[src/rtl/vstore_mem_writer_pkg.sv]
// Shared types for the vector store memory writer.
// Contents:
//   MemAddrWidth / VRFWordWidthB  default byte-address width and store word size in bytes
//   vrf_data_t / vrf_strb_t       store word and its byte-enable vector
//   insn_id_t / vlb_t             instruction id and byte-length types
//   vfu_e / vfu_req_t             launcher target unit and request payload
//   mem_req_t                     one memory write beat {addr, wdata, wstrb}
//   strb_from_bytes()             byte enables for the final, possibly partial, word
package vstore_mem_writer_pkg;

  localparam int MemAddrWidth  = 32;
  localparam int VRFWordWidthB = 8;
  localparam int VlBWidth      = 16;
  localparam int InsnIdWidth   = 4;

  typedef logic [8*VRFWordWidthB-1:0] vrf_data_t;
  typedef logic [VRFWordWidthB-1:0]   vrf_strb_t;
  typedef logic [InsnIdWidth-1:0]     insn_id_t;
  typedef logic [VlBWidth-1:0]        vlb_t;

  typedef enum logic [1:0] {
    VFU_ALU  = 2'd0,
    VFU_MFPU = 2'd1,
    VFU_VLU  = 2'd2,
    VFU_VSU  = 2'd3
  } vfu_e;

  typedef struct packed {
    vlb_t     vlB;
    insn_id_t insn_id;
  } vfu_req_t;

  typedef struct packed {
    logic [MemAddrWidth-1:0] addr;
    vrf_data_t               wdata;
    vrf_strb_t               wstrb;
  } mem_req_t;

  // Full word when at least a word's worth of bytes remain, otherwise the
  // low 'bytes' lanes only.
  function automatic vrf_strb_t strb_from_bytes(vlb_t bytes);
    vrf_strb_t strb;
    strb = '0;
    for (int i = 0; i < VRFWordWidthB; i++) begin
      strb[i] = (vlb_t'(i) < bytes);
    end
    return strb;
  endfunction

endpackage

[src/rtl/vstore_mem_writer.sv]
// Turns deshuffled store words from the vector store unit into unit-stride
// memory write requests, tracks write responses and reports completion.
// Ports:
//   clk_i, rst_ni                         clock, asynchronous active-low reset
//   vfu_req_valid_i/ready_o, target_vfu_i, vfu_req_i, store_addr_i
//                                         instruction request (vlB, insn_id, base addr)
//   store_op_valid_i/gnt_o, store_op_i    store word stream
//   mem_req_o/gnt_i, mem_addr_o, mem_wdata_o, mem_wstrb_o
//                                         memory write request channel
//   mem_rvalid_i, mem_err_i               write responses
//   done_o, done_gnt_i, done_insn_id_o, done_err_o
//                                         completion report to the committer
//   stall_cnt_o                           cycles with mem_req_o & !mem_gnt_i
// Build option: define VSTORE_WRITER_PERF_EN to implement the stall counter;
// otherwise stall_cnt_o is tied to zero.
module vstore_mem_writer
  import vstore_mem_writer_pkg::*;
#(
  parameter int MemAddrWidth   = vstore_mem_writer_pkg::MemAddrWidth,
  parameter int MaxOutstanding = 4
) (
  input  logic                    clk_i,
  input  logic                    rst_ni,
  input  logic                    vfu_req_valid_i,
  output logic                    vfu_req_ready_o,
  input  vfu_e                    target_vfu_i,
  input  vfu_req_t                vfu_req_i,
  input  logic [MemAddrWidth-1:0] store_addr_i,
  input  logic                    store_op_valid_i,
  output logic                    store_op_gnt_o,
  input  vrf_data_t               store_op_i,
  output logic                    mem_req_o,
  input  logic                    mem_gnt_i,
  output logic [MemAddrWidth-1:0] mem_addr_o,
  output vrf_data_t               mem_wdata_o,
  output vrf_strb_t               mem_wstrb_o,
  input  logic                    mem_rvalid_i,
  input  logic                    mem_err_i,
  input  logic                    done_gnt_i,
  output logic                    done_o,
  output insn_id_t                done_insn_id_o,
  output logic                    done_err_o,
  output logic [31:0]             stall_cnt_o
);

  localparam int OffW = $clog2(VRFWordWidthB);
  localparam int CntW = $clog2(MaxOutstanding + 1);

  localparam logic [1:0] IDLE  = 2'd0;
  localparam logic [1:0] SEND  = 2'd1;
  localparam logic [1:0] DRAIN = 2'd2;
  localparam logic [1:0] DONE  = 2'd3;

  logic [1:0]              state;
  vlb_t                    bytes_left;
  insn_id_t                insn_id;
  logic [MemAddrWidth-1:0] next_addr;
  logic                    err;

  // Single-entry output register; holds still while mem_gnt_i is low.
  logic                    out_valid;
  logic [MemAddrWidth-1:0] out_addr;
  vrf_data_t               out_data;
  vrf_strb_t               out_strb;

  logic [CntW-1:0]         outstanding;

  logic accept, out_gnt, out_free, room, pop, last_pop;
  vlb_t bytes_rem;

  always_comb begin
    vfu_req_ready_o = (state == IDLE) || ((state == DONE) && done_gnt_i);
    accept   = vfu_req_valid_i && vfu_req_ready_o && (target_vfu_i == VFU_VSU);
    out_gnt  = out_valid && mem_gnt_i;
    out_free = !out_valid || mem_gnt_i;
    // The word still in the register counts against the limit: it becomes
    // outstanding as soon as it is granted.
    room     = (int'(outstanding) + int'(out_valid)) < MaxOutstanding;
    pop      = (state == SEND) && store_op_valid_i && out_free && room;
    last_pop = pop && (bytes_left <= vlb_t'(VRFWordWidthB));
    bytes_rem = (bytes_left >= vlb_t'(VRFWordWidthB)) ?
                (bytes_left - vlb_t'(VRFWordWidthB)) : '0;
  end

  assign store_op_gnt_o = pop;
  assign mem_req_o      = out_valid;
  assign mem_addr_o     = out_addr;
  assign mem_wdata_o    = out_data;
  assign mem_wstrb_o    = out_strb;
  assign done_o         = (state == DONE);
  assign done_err_o     = (state == DONE) && err;
  assign done_insn_id_o = insn_id;

  // Instruction FSM
  always_ff @(posedge clk_i or negedge rst_ni) begin
    if (!rst_ni) begin
      state      <= IDLE;
      bytes_left <= '0;
      insn_id    <= '0;
      next_addr  <= '0;
    end else begin
      case (state)
        IDLE, DONE: begin
          if (accept) begin
            bytes_left <= vfu_req_i.vlB;
            insn_id    <= vfu_req_i.insn_id;
            next_addr  <= {store_addr_i[MemAddrWidth-1:OffW], {OffW{1'b0}}};
            state      <= (vfu_req_i.vlB == '0) ? DONE : SEND;
          end else if ((state == DONE) && done_gnt_i) begin
            state <= IDLE;
          end
        end
        SEND: begin
          if (pop) begin
            next_addr  <= next_addr + MemAddrWidth'(VRFWordWidthB);
            bytes_left <= bytes_rem;
            if (last_pop) state <= DRAIN;
          end
        end
        default: begin  // DRAIN
          if (!out_valid && (outstanding == '0)) state <= DONE;
        end
      endcase
    end
  end

  // Sticky per-instruction bus error
  always_ff @(posedge clk_i or negedge rst_ni) begin
    if (!rst_ni) begin
      err <= 1'b0;
    end else if (accept) begin
      err <= 1'b0;
    end else if (mem_rvalid_i && mem_err_i) begin
      err <= 1'b1;
    end
  end

  // Output register: reload in the same cycle it is granted (no bubble)
  always_ff @(posedge clk_i or negedge rst_ni) begin
    if (!rst_ni) begin
      out_valid <= 1'b0;
      out_addr  <= '0;
      out_data  <= '0;
      out_strb  <= '0;
    end else if (pop) begin
      out_valid <= 1'b1;
      out_addr  <= next_addr;
      out_data  <= store_op_i;
      out_strb  <= strb_from_bytes(bytes_left);
    end else if (out_gnt) begin
      out_valid <= 1'b0;
    end
  end

  // Granted-but-unacknowledged writes
  always_ff @(posedge clk_i or negedge rst_ni) begin
    if (!rst_ni) begin
      outstanding <= '0;
    end else begin
      case ({out_gnt, mem_rvalid_i})
        2'b10:   outstanding <= outstanding + 1'b1;
        2'b01:   outstanding <= outstanding - 1'b1;
        default: outstanding <= outstanding;
      endcase
    end
  end

`ifdef VSTORE_WRITER_PERF_EN
  logic [31:0] stall_cnt;
  always_ff @(posedge clk_i or negedge rst_ni) begin
    if (!rst_ni) begin
      stall_cnt <= '0;
    end else if (out_valid && !mem_gnt_i && (stall_cnt != '1)) begin
      stall_cnt <= stall_cnt + 32'd1;
    end
  end
  assign stall_cnt_o = stall_cnt;
`else
  assign stall_cnt_o = '0;
`endif

`ifndef SYNTHESIS
  a_no_spurious_rsp: assert property (@(posedge clk_i) disable iff (!rst_ni)
    mem_rvalid_i |-> (outstanding != '0));
  a_addr_aligned: assert property (@(posedge clk_i) disable iff (!rst_ni)
    accept |-> (store_addr_i[OffW-1:0] == '0));
`endif

endmodule
[config.mk]
export PLATFORM = sky130hd
export DESIGN_NAME = vstore_mem_writer
export DESIGN_NICKNAME = d
export VERILOG_FILES = /design/src/rtl/vstore_mem_writer_pkg.sv /design/src/rtl/vstore_mem_writer.sv
export SDC_FILE = /design/constraint.sdc
export NUM_CORES = 1
export LEC_CHECK = 0
export CAP_MARGIN = 20
export CELL_PAD_IN_SITES_DETAIL_PLACEMENT = 1
export CELL_PAD_IN_SITES_GLOBAL_PLACEMENT = 1
export CORE_ASPECT_RATIO = 1.5
export CORE_UTILIZATION = 36
export DETAILED_ROUTE_END_ITERATION = 8
export PLACE_DENSITY = 0.93
export SLEW_MARGIN = 20
export SYNTH_ARGS = -nofsm -noshare
export SYNTH_HDL_FRONTEND = slang
export SYNTH_SLANG_ARGS = --single-unit
[constraint.sdc]
create_clock -name clk_i -period 4.51 [get_ports clk_i]
set_input_delay 0.902 -clock clk_i [delete_from_list [all_inputs] [get_ports clk_i]]
set_output_delay 0.902 -clock clk_i [all_outputs]
set_load 0.01 [all_outputs]
# Yosys cells after proc, flatten, opt, wreduce, memory -nomap -nowiden
# Index checks and enable logic that the tools add are counted.
# word_totals
ff_bits	163
output_inout_bits	145
elab_cells	80
# classes
add_sub_neg	5
order_cmp	11
eq_ne	9
mux	19
n_reduce_logical	26
# op_table
operator	n
3-bit by 16-bit < comparator with 1-bit output, first input constant	4
32-bit 2-to-1 mux	2
32-bit one-hot mux with 2 select lines	1
16-bit 2-to-1 mux	3
32-bit by 4-bit adder with 32-bit output, second input constant	1
1-bit by 16-bit < comparator with 1-bit output, first input constant	2
2-bit by 16-bit < comparator with 1-bit output, first input constant	2
16-bit one-hot mux with 2 select lines	1
16-bit by 4-bit greater-or-equal comparator with 1-bit output, second input constant	1
16-bit by 4-bit less-or-equal comparator with 1-bit output, second input constant	1
16-bit logical NOT	1
16-bit by 4-bit subtractor with 16-bit output, second input constant	1
2-bit 2-to-1 mux	6
1-bit logical AND	11
2-bit nonzero test	4
2-bit equality test, second input constant	3
2-bit inequality test, second input constant	3
3-bit one-hot mux with 2 select lines	1
3-bit by 1-bit adder with 4-bit output	1
2-bit by 1-bit equality test with 1-bit output, second input constant	2
4-bit by 3-bit < comparator with 1-bit output, second input constant	1
1-bit 2-to-1 mux	4
2-bit one-hot mux with 2 select lines	1
4-bit AND reduction	1
11 further kinds	12

# Logic depth before layout (Yosys ltp)
# logic_depth
word_depth	8
depth_mapped	9

# Worst setup path before layout
# No wires, ideal clock.
# synth_timing
path_type	in2out
startpoint	in store_op_valid_i
endpoint	out store_op_gnt_o
arrival_ns	1.699
t_required_ns	3.608
path_slack_ns	1.909
cell_stages	5
cell_sequence	nor2b_1 -> and3_1 -> nand2_1 -> inv_1 -> clkbuf_1
# synth_between
elab_chain_len	3
# synth_lines
item	line_no	text
start: declaration	vstore_mem_writer.sv:29	input logic store_op_valid_i,
1-bit logical AND (3 in series)	vstore_mem_writer.sv:79	pop = (state == SEND) && store_op_valid_i && out_free && room;
end: declaration	vstore_mem_writer.sv:30	output logic store_op_gnt_o,
# No other way between the ends.

# Worst setup path after layout
# Ends and elaborated chain as after synthesis.

==> results.py <==
metrics = {
    "outcome": {
        "run_status": "completed",
    },
    "route": {
        "avgRoutedWirePerCell_um": 18.6,
        "vias": 7244,
        "vias_per_cell": 5.27,
        "drtPass1Iterations": 6,
        "drc": 0,
        "drt_iter0_drc": 277,
        "postRouteAntennaNets": 0,
        "wl_um": 25600,
    },
    "worst_setup_path": {
        "start_kind": "primary input",
        "worstPathMaxFanout": 3,
        "worst-setup-path-type": "in -> out",
        "rrSetupSlack_ns": 1.87,
        "r2r_cells": 6,
        "reg2reg_to": "next_addr[30]",
        "arrival_ns": 2.51,
        "crit_path_end_kind": "output port",
        "critPathRequiredTime_ns": 3.61,
        "timing.rr.start": "state[0]",
    },
    "floorplanning": {
        "pin_count": 271,
        "chipHeight_um": 181,
        "dieWidth_um": 121,
        "die-area_sq_mm": 0.0219,
        "std_cell_rows": 65,
        "core_sq_mm": 0.0210,
        "start_util_pct": 36.5,
    },
    "grt": {
        "grt_antenna_before_repair": 1,
        "track_usage_pct": 24.3,
        "grt_overflow": 0,
        "grt_pass1_vias": 7709,
        "grt_max_degree": 103,
        "grt_pass1_wl_um": 40800,
    },
    "yosys": {
        "netlist_instances": 883,
        "netlist_area_sq_mm": 0.00766,
        "synth_cell_type_count": 61,
        "seq_area_frac_synth_pct": 51.3,
        "yosys-top-cells-area": "dfrtp_1 (51%), nand2_1 (16%), buf_4 (3.4%)",
        "ys_ff_latch": 157,
        "synth.avg_cell_area_sq_um": 8.68,
        "synth_edf_count": 0,
        "synth-main-ff-cell": "dfrtp_1",
        "ys_warn_count": 0,
        "async_flop_share_pct": 100,
        "synth_top_area_share_pct": 51.3,
        "yosys.area.top_type": "dfrtp_1",
    },
    "power_and_ir_drop": {
        "irDropWorstVdd_v": 0.000653,
        "p_leak_nw": 4.81,
        "powerDensity_mw_per_mm2": 730,
    },
    "cts": {
        "ctsResizeCount": 0,
        "post_cts_buffers": 0,
        "tritoncts": "yes",
        "insertion_delay_ns": 0.44,
        "cts_buffers": 17,
        "cts.path.max_buffers": 2,
        "htreeDepth": 4,
        "root_buffer": "clkbuf_16",
        "path_clk_slew_ns": 0.06,
        "clkSinkCount": 157,
        "ctsHoldBuffers": 0,
    },
    "place": {
        "place_hpwl_um": 17600,
        "gp_congestion": 0.853,
        "port_buffers": 232,
    },
    "sta": {
        "tightestPinTransition_ns": 1.07,
        "slew_headroom_pct": 28.9,
        "setup_viol": 0,
        "hold_ws_ns": 0.471,
        "fin_crit_sh_pct": 75.7,
        "hold_violations": 0,
        "rsz0062_at_grt": "false",
        "fin_setup_tns_ns": 0,
        "min_period_ns": 3.41,
        "finalClockSkew_ns": 0.0121,
        "slew_violations": 0,
        "fmax_mhz": 293,
    },
    "min_path": {
        "holdCritStartpoint": "mem_addr_o[12]",
        "min_path_cells": 2,
        "hp-class": "reg -> reg",
        "min_to": "mem_addr_o[12]",
    },
    "flow_run": {
        "cap_violations": 0,
    },
    "cells_and_area": {
        "insertedDiodeCount": 0,
        "mostFrequentLayoutCells": "nand2_1 (322), clkdlybuf4s50_1 (231), dfrtp_1 (157)",
        "ff_latch_area_sq_mm": 0.00393,
        "fillerInstances": 2419,
        "multi_input_area_sq_mm": 0.00338,
        "drive_above_1_share_pct": 5.60,
        "syn_to_final_growth_pct": 40.1,
        "layout_commonest_cell": "nand2_1",
        "nets": 1229,
    },
}
==> final cells by class <==
type / count / share of cell area, %
Clock buffer: 21 / 4.38
Clock inverter: 11 / 1.45
Inverter: 13 / 0.466
Multi-Input combinational cell: 665 / 31.5
Sequential cell: 157 / 36.6
Tap cell: 268 / 3.12
Timing Repair Buffer: 240 / 22.5
==> cells by family after synthesis <==
group                    share of synthesized area, %
AND/OR/NAND/NOR                                  26.7
flip-flops                                       51.3
other                                          0.0489
buffers and inverters                            6.47
AO/OA/AOI/OAI                                    12.2
multiplexers                                     1.37
XOR/XNOR                                        0.343
adder cells (fa/ha/maj)                          1.57
==> synthesized netlist by cell type (3+ instances only) <==
library cell and n:
mux2i_1 6, dfrtp_1 157, a22oi_1 11, o21bai_1 3, o22ai_1 14, buf_2 6, clkbuf_1 41, buf_4 35
or4_1 4, or3_1 3, a2bb2oi_1 7, nor4_1 8, o21ai_0 30, and4_1 3, mux2_2 4, ha_1 8
nand2b_1 5, nor2b_1 5, inv_1 12, and2_1 3, nand2_1 323, nand4_1 12, a31oi_1 8, nor2_1 30
a211oi_1 3, nand3_1 25, and3_1 6, o2bb2ai_1 5, a21oi_1 42, a21o_1 4, a22o_1 5, nor3_1 15
==> flip-flops by register name, indices dropped and copies added, names as in the netlist <==
register and flops:
bytes_left 16, mem_req_o 1, mem_wdata_o 64, next_addr 29
outstanding 3, state 2, mem_addr_o 29, err 1
done_insn_id_o 4, mem_wstrb_o 8
==> metrics by stage <==
step	total power (W)	worst slack (ns)	util, %	cell area (sq um)	std cells
5_1_grt	0.00838	1.04	51.2	10700	1375
6_report	0.00784	1.10	51.2	10700	1375
3_5_place_dp	0.00629	1.09	48.1	10100	1342
4_1_cts	0.00791	1.09	51.0	10700	1374
3_3_place_gp	0.00608	1.05	48.0	10100	1341
2_1_floorplan	0.00459	1.91	-	7790	917
==> power breakdown <==
part / switching (W) / internal [W]
sequential: 0.000579 / 0.00208
clock: 0.000617 / 0.000923
combinational: 0.00198 / 0.00166
==> worst max-delay path by stage <==
stage	cells past startpoint	slack, ns	start	to
global route	6	1.04	mem_gnt_i	store_op_gnt_o
detailed placement	6	1.09	store_op_valid_i	store_op_gnt_o
global placement	6	1.05	done_gnt_i	next_addr[30]
floorplan	5	1.91	store_op_valid_i	store_op_gnt_o
CTS	6	1.09	store_op_valid_i	store_op_gnt_o
finish	6	1.10	store_op_valid_i	store_op_gnt_o
==> critical path: stages <==
cell,delay [ns]
clkdlybuf4s50_1,0.45
nor2b_1,0.16
and3_1,0.30
nand2_4,0.08
clkinv_2,0.05
clkdlybuf4s50_1,0.56
==> routing by layer <==
layer  GRT usage, %  wire length [um]  vias to the layer above
li1               -                 -                     3350
met1           25.7              9420                     3589
met2           44.1             14000                      224
met3           4.75               942                       79
met4           13.6              1260                        2
met5              0                13                        -
Note: power is estimated with default switching activity, not from simulation.
